File: config.mk
export PLATFORM = sky130hd
export DESIGN_NAME = pool_result_writeback_flat
export DESIGN_NICKNAME = d
export VERILOG_FILES = /design/src/rtl/pool_result_writeback_if.sv /design/src/rtl/pool_result_writeback.sv /design/src/flat_wrapper.sv
export SDC_FILE = /design/constraint.sdc
export NUM_CORES = 1
export LEC_CHECK = 0
export ABC_AREA = 1
export CORE_MARGIN = 10
export CORE_UTILIZATION = 40
export DETAILED_ROUTE_END_ITERATION = 10
export PLACE_DENSITY = 0.64
export SLEW_MARGIN = 10
export SYNTH_ARGS = -nofsm -noshare
export SYNTH_HDL_FRONTEND = slang
export SYNTH_SLANG_ARGS = --single-unit
export TNS_END_PERCENT = 10
File: constraint.sdc
create_clock -name clk -period 5.2 [get_ports clk]
set_input_delay 0.78 -clock clk [delete_from_list [all_inputs] [get_ports clk]]
set_output_delay 0.78 -clock clk [all_outputs]
set_load 0.05 [all_outputs]
File: src/rtl/pool_result_writeback_if.sv
// Handshake bundle between the pooling controller, pool_result_writeback and paged PIM memory.
// The master modport drives the requests and the memory-ready input; the slave is the writeback stage.
interface pool_result_writeback_if #(
    parameter int unsigned DATA_WIDTH   = 32,
    parameter int unsigned Address_Size = 16,
    parameter int unsigned NUM_PAGES    = 64
);
    logic                    start;
    logic [Address_Size-1:0] base_addr;
    logic [Address_Size-1:0] num_results;
    logic [DATA_WIDTH-1:0]   din;
    logic                    din_valid;
    logic                    mem_ready;
    logic                    mem_we;
    logic [NUM_PAGES-1:0]    mem_page_we;
    logic [Address_Size-1:0] mem_addr;
    logic [DATA_WIDTH-1:0]   mem_wdata;
    logic                    busy;
    logic                    done;
    logic                    overflow;

    modport master (
        output start, base_addr, num_results, din, din_valid, mem_ready,
        input  mem_we, mem_page_we, mem_addr, mem_wdata, busy, done, overflow
    );

    modport slave (
        input  start, base_addr, num_results, din, din_valid, mem_ready,
        output mem_we, mem_page_we, mem_addr, mem_wdata, busy, done, overflow
    );
endinterface

File: src/rtl/pool_result_writeback.sv
// Buffers pooled results in a small FIFO and writes them sequentially into paged PIM memory.
// Define POOL_WB_RELU_EN to zero negative (sign-bit set) words as they are pushed.
module pool_result_writeback #(
    parameter int unsigned DATA_WIDTH   = 32,
    parameter int unsigned Address_Size = 16,
    parameter int unsigned NUM_PAGES    = 64,
    parameter int unsigned FIFO_DEPTH   = 8
) (
    input logic                    clk,
    input logic                    rst_n,
    pool_result_writeback_if.slave wb_io
);
    localparam int unsigned PageW = $clog2(NUM_PAGES);
    localparam int unsigned PtrW  = $clog2(FIFO_DEPTH);

    typedef enum logic [1:0] {StIdle, StRun, StDone} state_e;

    state_e                  state_q;
    logic [Address_Size-1:0] base_q, num_q, wr_cnt_q, push_cnt_q;
    logic [PtrW:0]           wr_ptr_q, rd_ptr_q;
    logic [DATA_WIDTH-1:0]   fifo_q [FIFO_DEPTH];
    logic                    overflow_q, mem_we_q;
    logic [NUM_PAGES-1:0]    mem_page_we_q;
    logic [Address_Size-1:0] mem_addr_q;
    logic [DATA_WIDTH-1:0]   mem_wdata_q;

    logic                    run, empty, full, want_push, push, pop, ovf_evt;
    logic [DATA_WIDTH-1:0]   din_word, pop_data;
    logic [Address_Size-1:0] pop_addr;
    logic [PageW-1:0]        pop_page;

    always_comb begin
`ifdef POOL_WB_RELU_EN
        din_word = wb_io.din[DATA_WIDTH-1] ? '0 : wb_io.din;
`else
        din_word = wb_io.din;
`endif
        run   = (state_q == StRun);
        empty = (wr_ptr_q == rd_ptr_q);
        full  = (wr_ptr_q[PtrW] != rd_ptr_q[PtrW]) &&
                (wr_ptr_q[PtrW-1:0] == rd_ptr_q[PtrW-1:0]);
        // Words beyond the programmed count are silently ignored, never counted as overflow.
        want_push = run && wb_io.din_valid && (push_cnt_q < num_q);
        pop       = run && wb_io.mem_ready && (wr_cnt_q < num_q) && (!empty || want_push);
        push      = want_push && (!full || pop);
        ovf_evt   = want_push && full && !pop;
        // An empty FIFO forwards the incoming word so the write lands one cycle after din_valid.
        pop_data  = empty ? din_word : fifo_q[rd_ptr_q[PtrW-1:0]];
        pop_addr  = base_q + wr_cnt_q;
        pop_page  = pop_addr[Address_Size-1 -: PageW];
    end

    always_ff @(posedge clk) begin
        if (push) begin
            fifo_q[wr_ptr_q[PtrW-1:0]] <= din_word;
        end
    end

    always_ff @(posedge clk) begin
        if (!rst_n) begin
            state_q       <= StIdle;
            base_q        <= '0;
            num_q         <= '0;
            wr_cnt_q      <= '0;
            push_cnt_q    <= '0;
            wr_ptr_q      <= '0;
            rd_ptr_q      <= '0;
            overflow_q    <= 1'b0;
            mem_we_q      <= 1'b0;
            mem_page_we_q <= '0;
            mem_addr_q    <= '0;
            mem_wdata_q   <= '0;
        end else begin
            mem_we_q      <= pop;
            mem_page_we_q <= pop ? (NUM_PAGES'(1) << pop_page) : '0;
            if (pop) begin
                mem_addr_q  <= pop_addr;
                mem_wdata_q <= pop_data;
                rd_ptr_q    <= rd_ptr_q + 1'b1;
                wr_cnt_q    <= wr_cnt_q + 1'b1;
            end
            if (push) begin
                wr_ptr_q   <= wr_ptr_q + 1'b1;
                push_cnt_q <= push_cnt_q + 1'b1;
            end
            if (ovf_evt) begin
                overflow_q <= 1'b1;
            end
            unique case (state_q)
                StIdle: begin
                    if (wb_io.start) begin
                        base_q     <= wb_io.base_addr;
                        num_q      <= wb_io.num_results;
                        wr_cnt_q   <= '0;
                        push_cnt_q <= '0;
                        wr_ptr_q   <= '0;
                        rd_ptr_q   <= '0;
                        overflow_q <= 1'b0;
                        state_q    <= (wb_io.num_results == '0) ? StDone : StRun;
                    end
                end
                // Leave one cycle after the final write so done trails the last mem_we.
                StRun:   if (wr_cnt_q == num_q) state_q <= StDone;
                StDone:  state_q <= StIdle;
                default: state_q <= StIdle;
            endcase
        end
    end

    assign wb_io.mem_we      = mem_we_q;
    assign wb_io.mem_page_we = mem_page_we_q;
    assign wb_io.mem_addr    = mem_addr_q;
    assign wb_io.mem_wdata   = mem_wdata_q;
    assign wb_io.busy        = (state_q == StRun);
    assign wb_io.done        = (state_q == StDone);
    assign wb_io.overflow    = overflow_q;
endmodule

File: src/flat_wrapper.sv
// flat-port wrapper written by rule: the top's interface ports become plain ports
module pool_result_writeback_flat 
#(
    parameter int unsigned DATA_WIDTH   = 32,
    parameter int unsigned Address_Size = 16,
    parameter int unsigned NUM_PAGES    = 64,
    parameter int unsigned FIFO_DEPTH   = 8
)
  (clk, rst_n, wb_io_start, wb_io_base_addr, wb_io_num_results, wb_io_din, wb_io_din_valid, wb_io_mem_ready, wb_io_mem_we, wb_io_mem_page_we, wb_io_mem_addr, wb_io_mem_wdata, wb_io_busy, wb_io_done, wb_io_overflow);
  pool_result_writeback_if #(.DATA_WIDTH(DATA_WIDTH), .Address_Size(Address_Size), .NUM_PAGES(NUM_PAGES)) wb_io_i ();
  input logic clk;
  input logic rst_n;
  input wire logic [$bits(wb_io_i.start)-1:0] wb_io_start;
  input wire logic [$bits(wb_io_i.base_addr)-1:0] wb_io_base_addr;
  input wire logic [$bits(wb_io_i.num_results)-1:0] wb_io_num_results;
  input wire logic [$bits(wb_io_i.din)-1:0] wb_io_din;
  input wire logic [$bits(wb_io_i.din_valid)-1:0] wb_io_din_valid;
  input wire logic [$bits(wb_io_i.mem_ready)-1:0] wb_io_mem_ready;
  output wire logic [$bits(wb_io_i.mem_we)-1:0] wb_io_mem_we;
  output wire logic [$bits(wb_io_i.mem_page_we)-1:0] wb_io_mem_page_we;
  output wire logic [$bits(wb_io_i.mem_addr)-1:0] wb_io_mem_addr;
  output wire logic [$bits(wb_io_i.mem_wdata)-1:0] wb_io_mem_wdata;
  output wire logic [$bits(wb_io_i.busy)-1:0] wb_io_busy;
  output wire logic [$bits(wb_io_i.done)-1:0] wb_io_done;
  output wire logic [$bits(wb_io_i.overflow)-1:0] wb_io_overflow;
  assign wb_io_i.start = wb_io_start;
  assign wb_io_i.base_addr = wb_io_base_addr;
  assign wb_io_i.num_results = wb_io_num_results;
  assign wb_io_i.din = wb_io_din;
  assign wb_io_i.din_valid = wb_io_din_valid;
  assign wb_io_i.mem_ready = wb_io_mem_ready;
  assign wb_io_mem_we = wb_io_i.mem_we;
  assign wb_io_mem_page_we = wb_io_i.mem_page_we;
  assign wb_io_mem_addr = wb_io_i.mem_addr;
  assign wb_io_mem_wdata = wb_io_i.mem_wdata;
  assign wb_io_busy = wb_io_i.busy;
  assign wb_io_done = wb_io_i.done;
  assign wb_io_overflow = wb_io_i.overflow;
  pool_result_writeback #(.DATA_WIDTH(DATA_WIDTH), .Address_Size(Address_Size), .NUM_PAGES(NUM_PAGES), .FIFO_DEPTH(FIFO_DEPTH)) u_core (.clk(clk), .rst_n(rst_n), .wb_io(wb_io_i));
endmodule
==> results of run 1 <==
logic make-up after synthesis:
family / count (synthesis)
simple gates: 763
flops: 444
buf+inv: 187
xor+xnor: 30
fa+ha+maj: 51
compound gates: 396
per-stage QoR:
| stage | hold WS (ps) | area (um2) | power [uW] | cells | utilization |
|---|---|---|---|---|---|
| 2_1_floorplan | 456 | 18600 | 4250 | 1871 | - |
| 3_3_place_gp | 457 | 20900 | 4450 | 2574 | 0.458 |
| 3_5_place_dp | 458 | 20900 | 4470 | 2574 | 0.458 |
| 4_1_cts | 469 | 22400 | 7670 | 2655 | 0.491 |
| 5_1_grt | 493 | 22400 | 7880 | 2655 | 0.491 |
| 6_report | 468 | 22400 | 7600 | 2655 | 0.491 |
report_power, final:
| group | leakage, uW | internal, uW | switching [uW] |
|---|---|---|---|
| combinational | 0.00341 | 190 | 400 |
| sequential | 0.00383 | 3770 | 29.5 |
| clock | 0.000728 | 1860 | 1350 |
| total | 0.00797 | 5820 | 1780 |
metal layers:
layer / vias up / share of wire / track usage
li1: 6794 / - / -
met1: 6646 / 0.44 / 0.208
met2: 355 / 0.48 / 0.275
met3: 83 / 0.056 / 0.0338
met4: 2 / 0.025 / 0.0548
met5: - / 0.00015 / 0
cell usage after synthesis (all sizes together):
master,number,share of area
edfxtp,256,0.41
nand4,44,0.015
fa,1,0.0011
clkbuf,60,0.012
a21o,3,0.0012
a21oi,90,0.025
and3,2,0.00067
inv,84,0.017
dfxtp,188,0.20
a31oi,2,0.00067
buf,41,0.013
ha,50,0.034
nor2,377,0.078
o22ai,30,0.010
nand3,65,0.018
o221ai,34,0.016
nand3b,3,0.0012
o21a,3,0.0012
nor4,8,0.0027
nand2,235,0.050
nor3,14,0.0040
o31ai,1,0.00040
xor2,26,0.013
or2,15,0.0050
xnor2,4,0.0019
clkinv,2,0.00040
o21ai,233,0.063
sequential cells by signal, indices dropped and copies added, names as in the netlist:
register                  cells
u_core.base_q                16
u_core.fifo_q               256
u_core.num_q                 16
u_core.push_cnt_q            16
u_core.rd_ptr_q               4
u_core.state_q                2
u_core.wb_io.mem_addr        16
u_core.wb_io.mem_page_we     64
u_core.wb_io.mem_wdata       32
u_core.wb_io.mem_we           1
u_core.wb_io.overflow         1
u_core.wr_cnt_q              16
u_core.wr_ptr_q               4
worst reg2reg max path: stages (launching register included):
cell and delay, ps:
dfxtp_4 670, clkinv_2 710, nand2_1 250, a21oi_2 100, nand2_4 460, inv_2 350
nand2_4 190, nand2_4 180, nor2_4 200, nand3_2 520, nor2_1 280
area by class of cell:
| cell class | instances | area share |
|---|---|---|
| tap | 600 | 0.0335 |
| clock inverter | 18 | 0.00759 |
| inverter | 86 | 0.0145 |
| multi-input combinational | 1240 | 0.286 |
| sequential | 444 | 0.511 |
| timing repair buffer | 204 | 0.0887 |
| clock buffer | 63 | 0.0584 |
path summary, 6_finish.rpt:
kind / from / endpoint / cells past startpoint
worst max-delay path: u_core.rd_ptr_q[0] / u_core.wb_io.mem_page_we[16] / 10
worst min-delay path: u_core.wb_io.mem_addr[13] / u_core.wb_io.mem_addr[13] / 2
worst max register to register: u_core.rd_ptr_q[0] / u_core.wb_io.mem_page_we[16] / 10
worst min register to register: u_core.wb_io.mem_addr[13] / u_core.wb_io.mem_addr[13] / 2
==> results.sh, run 1 <==
export IMPL_ff2ff_setup_slack_ps=1190
export IMPL_yosys_area_share_simple=0.174
export IMPL_fin_skew_ps=16.7
export IMPL_slowest_stage="clkinv_2"
export IMPL_critPathKind="reg -> reg"
export IMPL_worst_path_max_fanout=53
export IMPL_max_freq_mhz=250
export IMPL_fillers=4160
export IMPL_worstPathCellList="clkinv_2, nand2_1, a21oi_2, nand2_4, inv_2, nand2_4, nand2_4, nor2_4, nand3_2, nor2_1"
export IMPL_final_cell_mix="nor2_1 (366), edfxtp_1 (256), nand2_1 (224)"
export IMPL_drc=0
export IMPL_cts_sinks=444
export IMPL_area_growth_pct=20.6
export IMPL_synth_compound_area_frac=0.118
export IMPL_rows=78
export IMPL_antenna_found_initial=1
export IMPL_synth_fa_ha_area_frac=0.0347
export IMPL_maxSlewViolCount=0
export IMPL_clk_path_buf_depth=3
export IMPL_cts_tree="done"
export IMPL_h_tree_depth=2
export IMPL_fp_coreArea_um2=45700
export IMPL_path_delay_family="simple AND/OR/NAND/NOR gates"
export IMPL_drive_gt1_frac=0.0681
export IMPL_setup_ws_ps=1190
export IMPL_drt_iter0_markers=1037
export IMPL_die_x_um=236
export IMPL_slew_headroom=0.277
export IMPL_avgViaCountPerCell=5.23
export IMPL_syn_nets=1991
export IMPL_vdd_ir_drop_max_mv=0.248
export IMPL_avgSynthCellArea_um2=9.93
export IMPL_cpMostUsedCell="nand2_4"
export IMPL_die_area_um2=55500
export IMPL_hold_class="reg -> reg"
export IMPL_pre_cts_slack_ps=1200
export IMPL_vias=13900
export IMPL_cp_required_ps=5690
export IMPL_synth_mux_area_frac=0
export IMPL_ys_seq_area_frac=0.616
export IMPL_wirelength_um=47500
export IMPL_min_period_ps=4010
export IMPL_grt_pass1_wl_um=74800
export IMPL_nets=2141
export IMPL_place_hpwl_um=30200
export IMPL_n_antenna_cell=0
export IMPL_post_cts_buffers=0
export IMPL_ctsResizeCount=0
export IMPL_grt_total_usage=0.164
export IMPL_path_clk_slew_ps=60
export IMPL_clk_latency_ps=580
export IMPL_cts_hold_buf=0
export IMPL_rsz0062_at_grt="false"
export IMPL_endpoint_kind="register"
export IMPL_io_pins=185
export IMPL_cap_violations=0
export IMPL_cts_root_buf="clkbuf_16"
export IMPL_wl_per_cell_um=17.9
export IMPL_grt_max_degree=85
export IMPL_p_per_area_nw_per_um2=339
export IMPL_syn_cell_area_um2=18600
export IMPL_synth_seq_cells=444
export IMPL_seq_area_um2=11500
export IMPL_synth_xor_area_frac=0.0151
export IMPL_slowest_delay_ps=680
export IMPL_portBuffers=184
export IMPL_yosys_warnings=0
export IMPL_gp_congestion=0.903
export IMPL_synth_top_family_by_area="simple AND/OR/NAND/NOR gates"
export IMPL_syn_inst=1871
export IMPL_tns_ps=0
export IMPL_mostFrequentLayoutCell="nor2_1"
export IMPL_grt_pass1_vias=13500
export IMPL_worst_path_buf_inv=2
export IMPL_multiInputGateArea_um2=6410
export IMPL_worst_pin_slew_ps=1080
export IMPL_status="finished clean"
export IMPL_fin_crit_sh=0.770
export IMPL_ant_nets=0
export IMPL_drt_pass1_iterations=7
export IMPL_synthDistinctLibCells=42
export IMPL_cts_inserted_buffers=45
export IMPL_cp_start_kind="register"
export IMPL_grt_ovfl_total=0
export IMPL_critPathArrivalTime_ps=4500
export IMPL_initial_core_util=0.407
export IMPL_hold_viol_final=0
export IMPL_p_leak_uw=0.00797
export IMPL_die_height_um=236
export IMPL_finalSetupViolCount=0
No activity file was read; power rests on OpenSTA's default activity.
==> run 2: changes to the inputs <==
==> constraint.sdc (replaced) <==
create_clock -name clk -period 4 [get_ports clk]
set_input_delay 0.6 -clock clk [delete_from_list [all_inputs] [get_ports clk]]
set_output_delay 0.6 -clock clk [all_outputs]
set_load 0.05 [all_outputs]
==> run 2 against run 1 <==
Effect of this change: maximum frequency up 35%; non-clock buffer count increased by 6; die area unchanged; clock skew rose by 6.4 ps; worst hold slack worse by 1.2 ps; critical path depth up 4; wire length rose by 2.5%; worst setup slack worse by 160 ps; utilization is 0.34 points higher; count of clock-buffer cells in the layout down 7; sequential power up 30%; clock power rose by 33%.
==> results.sh, run 2 (synthesis results as in run 1) <==
export IMPL_gp_congestion=0.845
export IMPL_area_growth_pct=21.4
export IMPL_grt_ovfl_total=0
export IMPL_rsz0062_at_grt="false"
export IMPL_seq_area_um2=11500
export IMPL_grt_pass1_wl_um=76200
export IMPL_slowest_delay_ps=520
export IMPL_cpMostUsedCell="nand2_1"
export IMPL_clkPwrFrac=0.428
export IMPL_cts_tree="done"
export IMPL_antenna_found_initial=1
export IMPL_ctsResizeCount=0
export IMPL_critPathArrivalTime_ps=3250
export IMPL_initial_core_util=0.407
export IMPL_die_x_um=236
export IMPL_endpoint_kind="register"
export IMPL_path_clk_slew_ps=60
export IMPL_internal_power_uw=7640
export IMPL_fin_hold_ws_ps=467
export IMPL_n_antenna_cell=0
export IMPL_p_sw_uw=2370
export IMPL_largest_register_ffs=256
export IMPL_io_pins=185
export IMPL_nets=2147
export IMPL_slowest_stage="nor2_4"
export IMPL_fp_coreArea_um2=45700
export IMPL_clk_path_buf_depth=3
export IMPL_p_total_uw=10000
export IMPL_fin_crit_sh=0.742
export IMPL_grt_pass1_vias=13600
export IMPL_max_freq_mhz=337
export IMPL_min_period_ps=2970
export IMPL_p_leak_uw=0.00803
export IMPL_power_sequential_fraction=0.494
export IMPL_hold_viol_final=0
export IMPL_critPathKind="reg -> reg"
export IMPL_pwr_share_comb=0.078
export IMPL_status="finished clean"
export IMPL_fillers=4124
export IMPL_drc=0
export IMPL_grt_total_usage=0.168
export IMPL_cts_hold_buf=0
export IMPL_path_delay_family="simple AND/OR/NAND/NOR gates"
export IMPL_sw_frac_of_total=0.237
export IMPL_wl_per_cell_um=18.3
export IMPL_cts_sinks=444
export IMPL_rows=78
export IMPL_cts_inserted_buffers=45
export IMPL_drt_pass1_iterations=6
export IMPL_clk_latency_ps=590
export IMPL_die_height_um=236
export IMPL_post_cts_buffers=0
export IMPL_grt_max_degree=82
export IMPL_ant_nets=0
export IMPL_maxSlewViolCount=0
export IMPL_worst_pin_slew_ps=1080
export IMPL_placed_area_um2=21000
export IMPL_h_tree_depth=2
export IMPL_cts_root_buf="clkbuf_16"
export IMPL_mostFrequentLayoutCell="nor2_1"
export IMPL_multiInputGateArea_um2=6420
export IMPL_wirelength_um=48700
export IMPL_portBuffers=184
export IMPL_worst_path_max_fanout=18
export IMPL_hold_class="reg -> reg"
export IMPL_fin_skew_ps=23.2
export IMPL_cp_start_kind="register"
export IMPL_final_cell_mix="nor2_1 (366), edfxtp_1 (256), nand2_1 (224)"
export IMPL_vias=14000
export IMPL_worst_path_buf_inv=3
export IMPL_drive_gt1_frac=0.0708
export IMPL_finalSetupViolCount=0
export IMPL_p_per_area_nw_per_um2=444
export IMPL_avgViaCountPerCell=5.24
export IMPL_cap_violations=0
export IMPL_die_area_um2=55500
export IMPL_tns_ps=0
export IMPL_place_hpwl_um=32200
export IMPL_slew_headroom=0.274
export IMPL_cp_required_ps=4290
export IMPL_vdd_ir_drop_max_mv=0.292
export IMPL_post_route_util=0.494
export IMPL_worstPathCellList="ha_1, nand2_1, inv_1, nor2_1, o21a_1, nand2_1, nand2_1, nand2_1, nand2_1, nand2_1, inv_1, nand2_1, nor2_4, buf_12"
export IMPL_postLayoutCellArea_um2=22600
export IMPL_drt_iter0_markers=1036
run 2: cell types whose count changed in the layout (fill, tap and decap cells not counted), moves of 2 or more:
cell       before  now
clkbuf_16      47   45
clkbuf_8        7    4
clkinv_8        0    2
buf_12          0    5
bufinv_16       2    5
inv_6           2    0
clkinv_1        8   11
clkinv_2        7    9
run 2: through the flow:
stage	std cells	setup WS [ps]
global route	2663	760
CTS	2663	1020
floorplan	1871	-211
finish	2663	1030
detailed placement	2580	735
global placement	2580	737
run 2: power groups by stage:
stage | registers (uW) | logic [uW] | clock network, uW
detailed placement | 5040 | 786 | 0
CTS | 4940 | 790 | 4350
global route | 4950 | 868 | 4530
floorplan | 5080 | 437 | 0
finish | 4940 | 783 | 4280
global placement | 5040 | 771 | 0
run 2: layer usage:
metal  vias up  GRT usage  routed length [um]
met3        67     0.0309                2360
met4         2     0.0538                1040
li1       6830          -                   -
met1      6721      0.208               21200
met5         -          0                  13
met2       339      0.289               24100
run 2: cell type report:
type,instances,share of cell area
clock buffers,56,0.0535
clock inverters,27,0.0138
inverters,86,0.0144
multi-input cells,1240,0.284
flip-flops and latches,444,0.508
well taps,600,0.0333
repair buffers,210,0.0928
run 2: worst register-to-register path: stages, from the launching register on:
cell and delay, ps:
dfxtp_1 460, ha_1 290, nand2_1 70, inv_1 30
nor2_1 100, o21a_1 130, nand2_1 50, nand2_1 70
nand2_1 150, nand2_1 120, nand2_1 80, inv_1 110
nand2_1 240, nor2_4 530, buf_12 240
run 2: worst paths after layout:
path	from	endpoint	slack, ps	cells past startpoint
setup / recovery	u_core.wr_cnt_q[7]	u_core.fifo_q[4][26]	1030	14
hold / removal	u_core.wb_io.mem_addr[14]	u_core.wb_io.mem_addr[14]	470	2
setup reg to reg	u_core.wr_cnt_q[7]	u_core.fifo_q[4][26]	1030	14
hold reg to reg	u_core.wb_io.mem_addr[14]	u_core.wb_io.mem_addr[14]	470	2
==> variant, RTL diff (flow settings as in run 1) <==
The option `POOL_WB_RELU_EN` is turned on by a define.
--- a/src/rtl/pool_result_writeback.sv
+++ b/src/rtl/pool_result_writeback.sv
@@ -1,5 +1,7 @@
 // Buffers pooled results in a small FIFO and writes them sequentially into paged PIM memory.
 // Define POOL_WB_RELU_EN to zero negative (sign-bit set) words as they are pushed.
+`define POOL_WB_RELU_EN
+
 module pool_result_writeback #(
     parameter int unsigned DATA_WIDTH   = 32,
     parameter int unsigned Address_Size = 16,
Formal check against the unedited RTL: not equivalent (Yosys sat finds a counterexample within 4 cycles, from zero or initial values and one cycle with rst_n low).
==> variant against run 1 <==
  * Via count fell by 3.3%
  * Sequential cell count fell by 9
  * Setup slack improved by 0.72 ns
  * Power fell by 0.92%
  * Critical endpoint is now u_core.wb_io.mem_page_we[10]
  * Global-route usage fell by 0.25 points
  * First-iteration DRC count rose by 0.77%
  * Highest routed layer is now met4
  * Wire length fell by 2.7%
  * Cell area fell by 0.46%
  * Utilization barely moved
  * Area after synthesis fell by 0.78%
==> variant: results (changes against run 1) <==
PortBufs=183 (-0.54%); Min-Delay Startpoint=u_core.wb_io.mem_wdata[22]; Setup WS pre-CTS=1.46 ns (+0.261 ns); Multi-In Gates=1185 (-4.4%); Cells after DPL=2537 (-1.4%); met3 WL post-DR=2630 µm (-1.1%); largest net degree at the start of global routing=78 (-8.2%); combinational power=0.547 mW (-7.1%); vias in the first global route=13200 (-2.2%); bufs w/o clock=205 (+0.49%); Metal-1 WL=20700 µm (about the same); met2 wire length=21800 µm (-5.0%); DRT Wirelength=46200 µm (-2.7%); Top Metal Used=met4; max reg flops=248 (-3.1%); Clock-cell share=6.84% (+0.25 points); status=finished clean; layout net count=2105 (-1.7%); net switching power figure=1.75 mW (-1.7%); M2 GR Usage=27.0% (-0.56 points); global-route wire length before repair=73300 µm (-1.9%); top post-synthesis cells by count=nor2_1, nand2_1, edfxtp_1, dfxtp_1, o21ai_0; Synth cell types=51 (+21%); TritonRoute pass-1 iters=5 (-2); share of cells above drive strength 1=6.43% (-0.38 points); total global-route track usage=16.2% (-0.25 points); cells on worst reg2reg path=12 (+2); initial DRC count=1045 (+0.77%); net count after synthesis=1945 (-2.3%); dominant cells by area after synthesis=edfxtp_1, dfxtp_1, nor2_1; Internal Power=5.78 mW (-0.68%); CTS Buf Count=46 (+2.2%); Slew headroom=26.9% (-0.84 points); flop2flop setup slack=1.91 ns (+0.72 ns); crit path DAT=3.79 ns (-0.71 ns); Worst R2R End=u_core.wb_io.mem_page_we[10]; clk_skew=0.0159 ns (-0.000831 ns); max incr delay on CP=0.65 ns (-0.03 ns); initial antenna violation count=0 (-1); Signal inverters=112 (+30%); fillers=4162 (+0.048%); RD Place Congestion=0.827 (-8.4%); met3 global-route usage=3.10% (-0.28 points); leak pwr=8.12 nW (+1.9%); Finished Cell Area=22300 µm² (-0.46%)
-- variant: logic make-up (layout without fill, tap and decap cells) --
kind of cell,count (synthesis),after routing,share of synthesized area (%)
buf+inv,205,402,4.72
xor+xnor,36,36,1.85
other cells,1,1,0.0203
simple gates,700,700,16.2
mux,62,62,3.37
compound gates,335,335,9.66
fa+ha+maj,51,51,3.50
flops,435,435,60.7
-- variant: worst max path at each step --
stage	slack, ns	endpoint	startpoint
after CTS	1.87	u_core.wb_io.mem_page_we[20]	u_core.push_cnt_q[5]
final	1.91	u_core.wb_io.mem_page_we[10]	u_core.push_cnt_q[5]
after detailed placement	1.46	u_core.wb_io.mem_page_we[10]	wb_io_din_valid
after floorplan	0.78	u_core.fifo_q[4][0]	u_core.state_q[0]
after global routing	1.50	u_core.wb_io.mem_page_we[20]	u_core.push_cnt_q[5]
after global placement	1.54	u_core.fifo_q[5][19]	wb_io_mem_ready
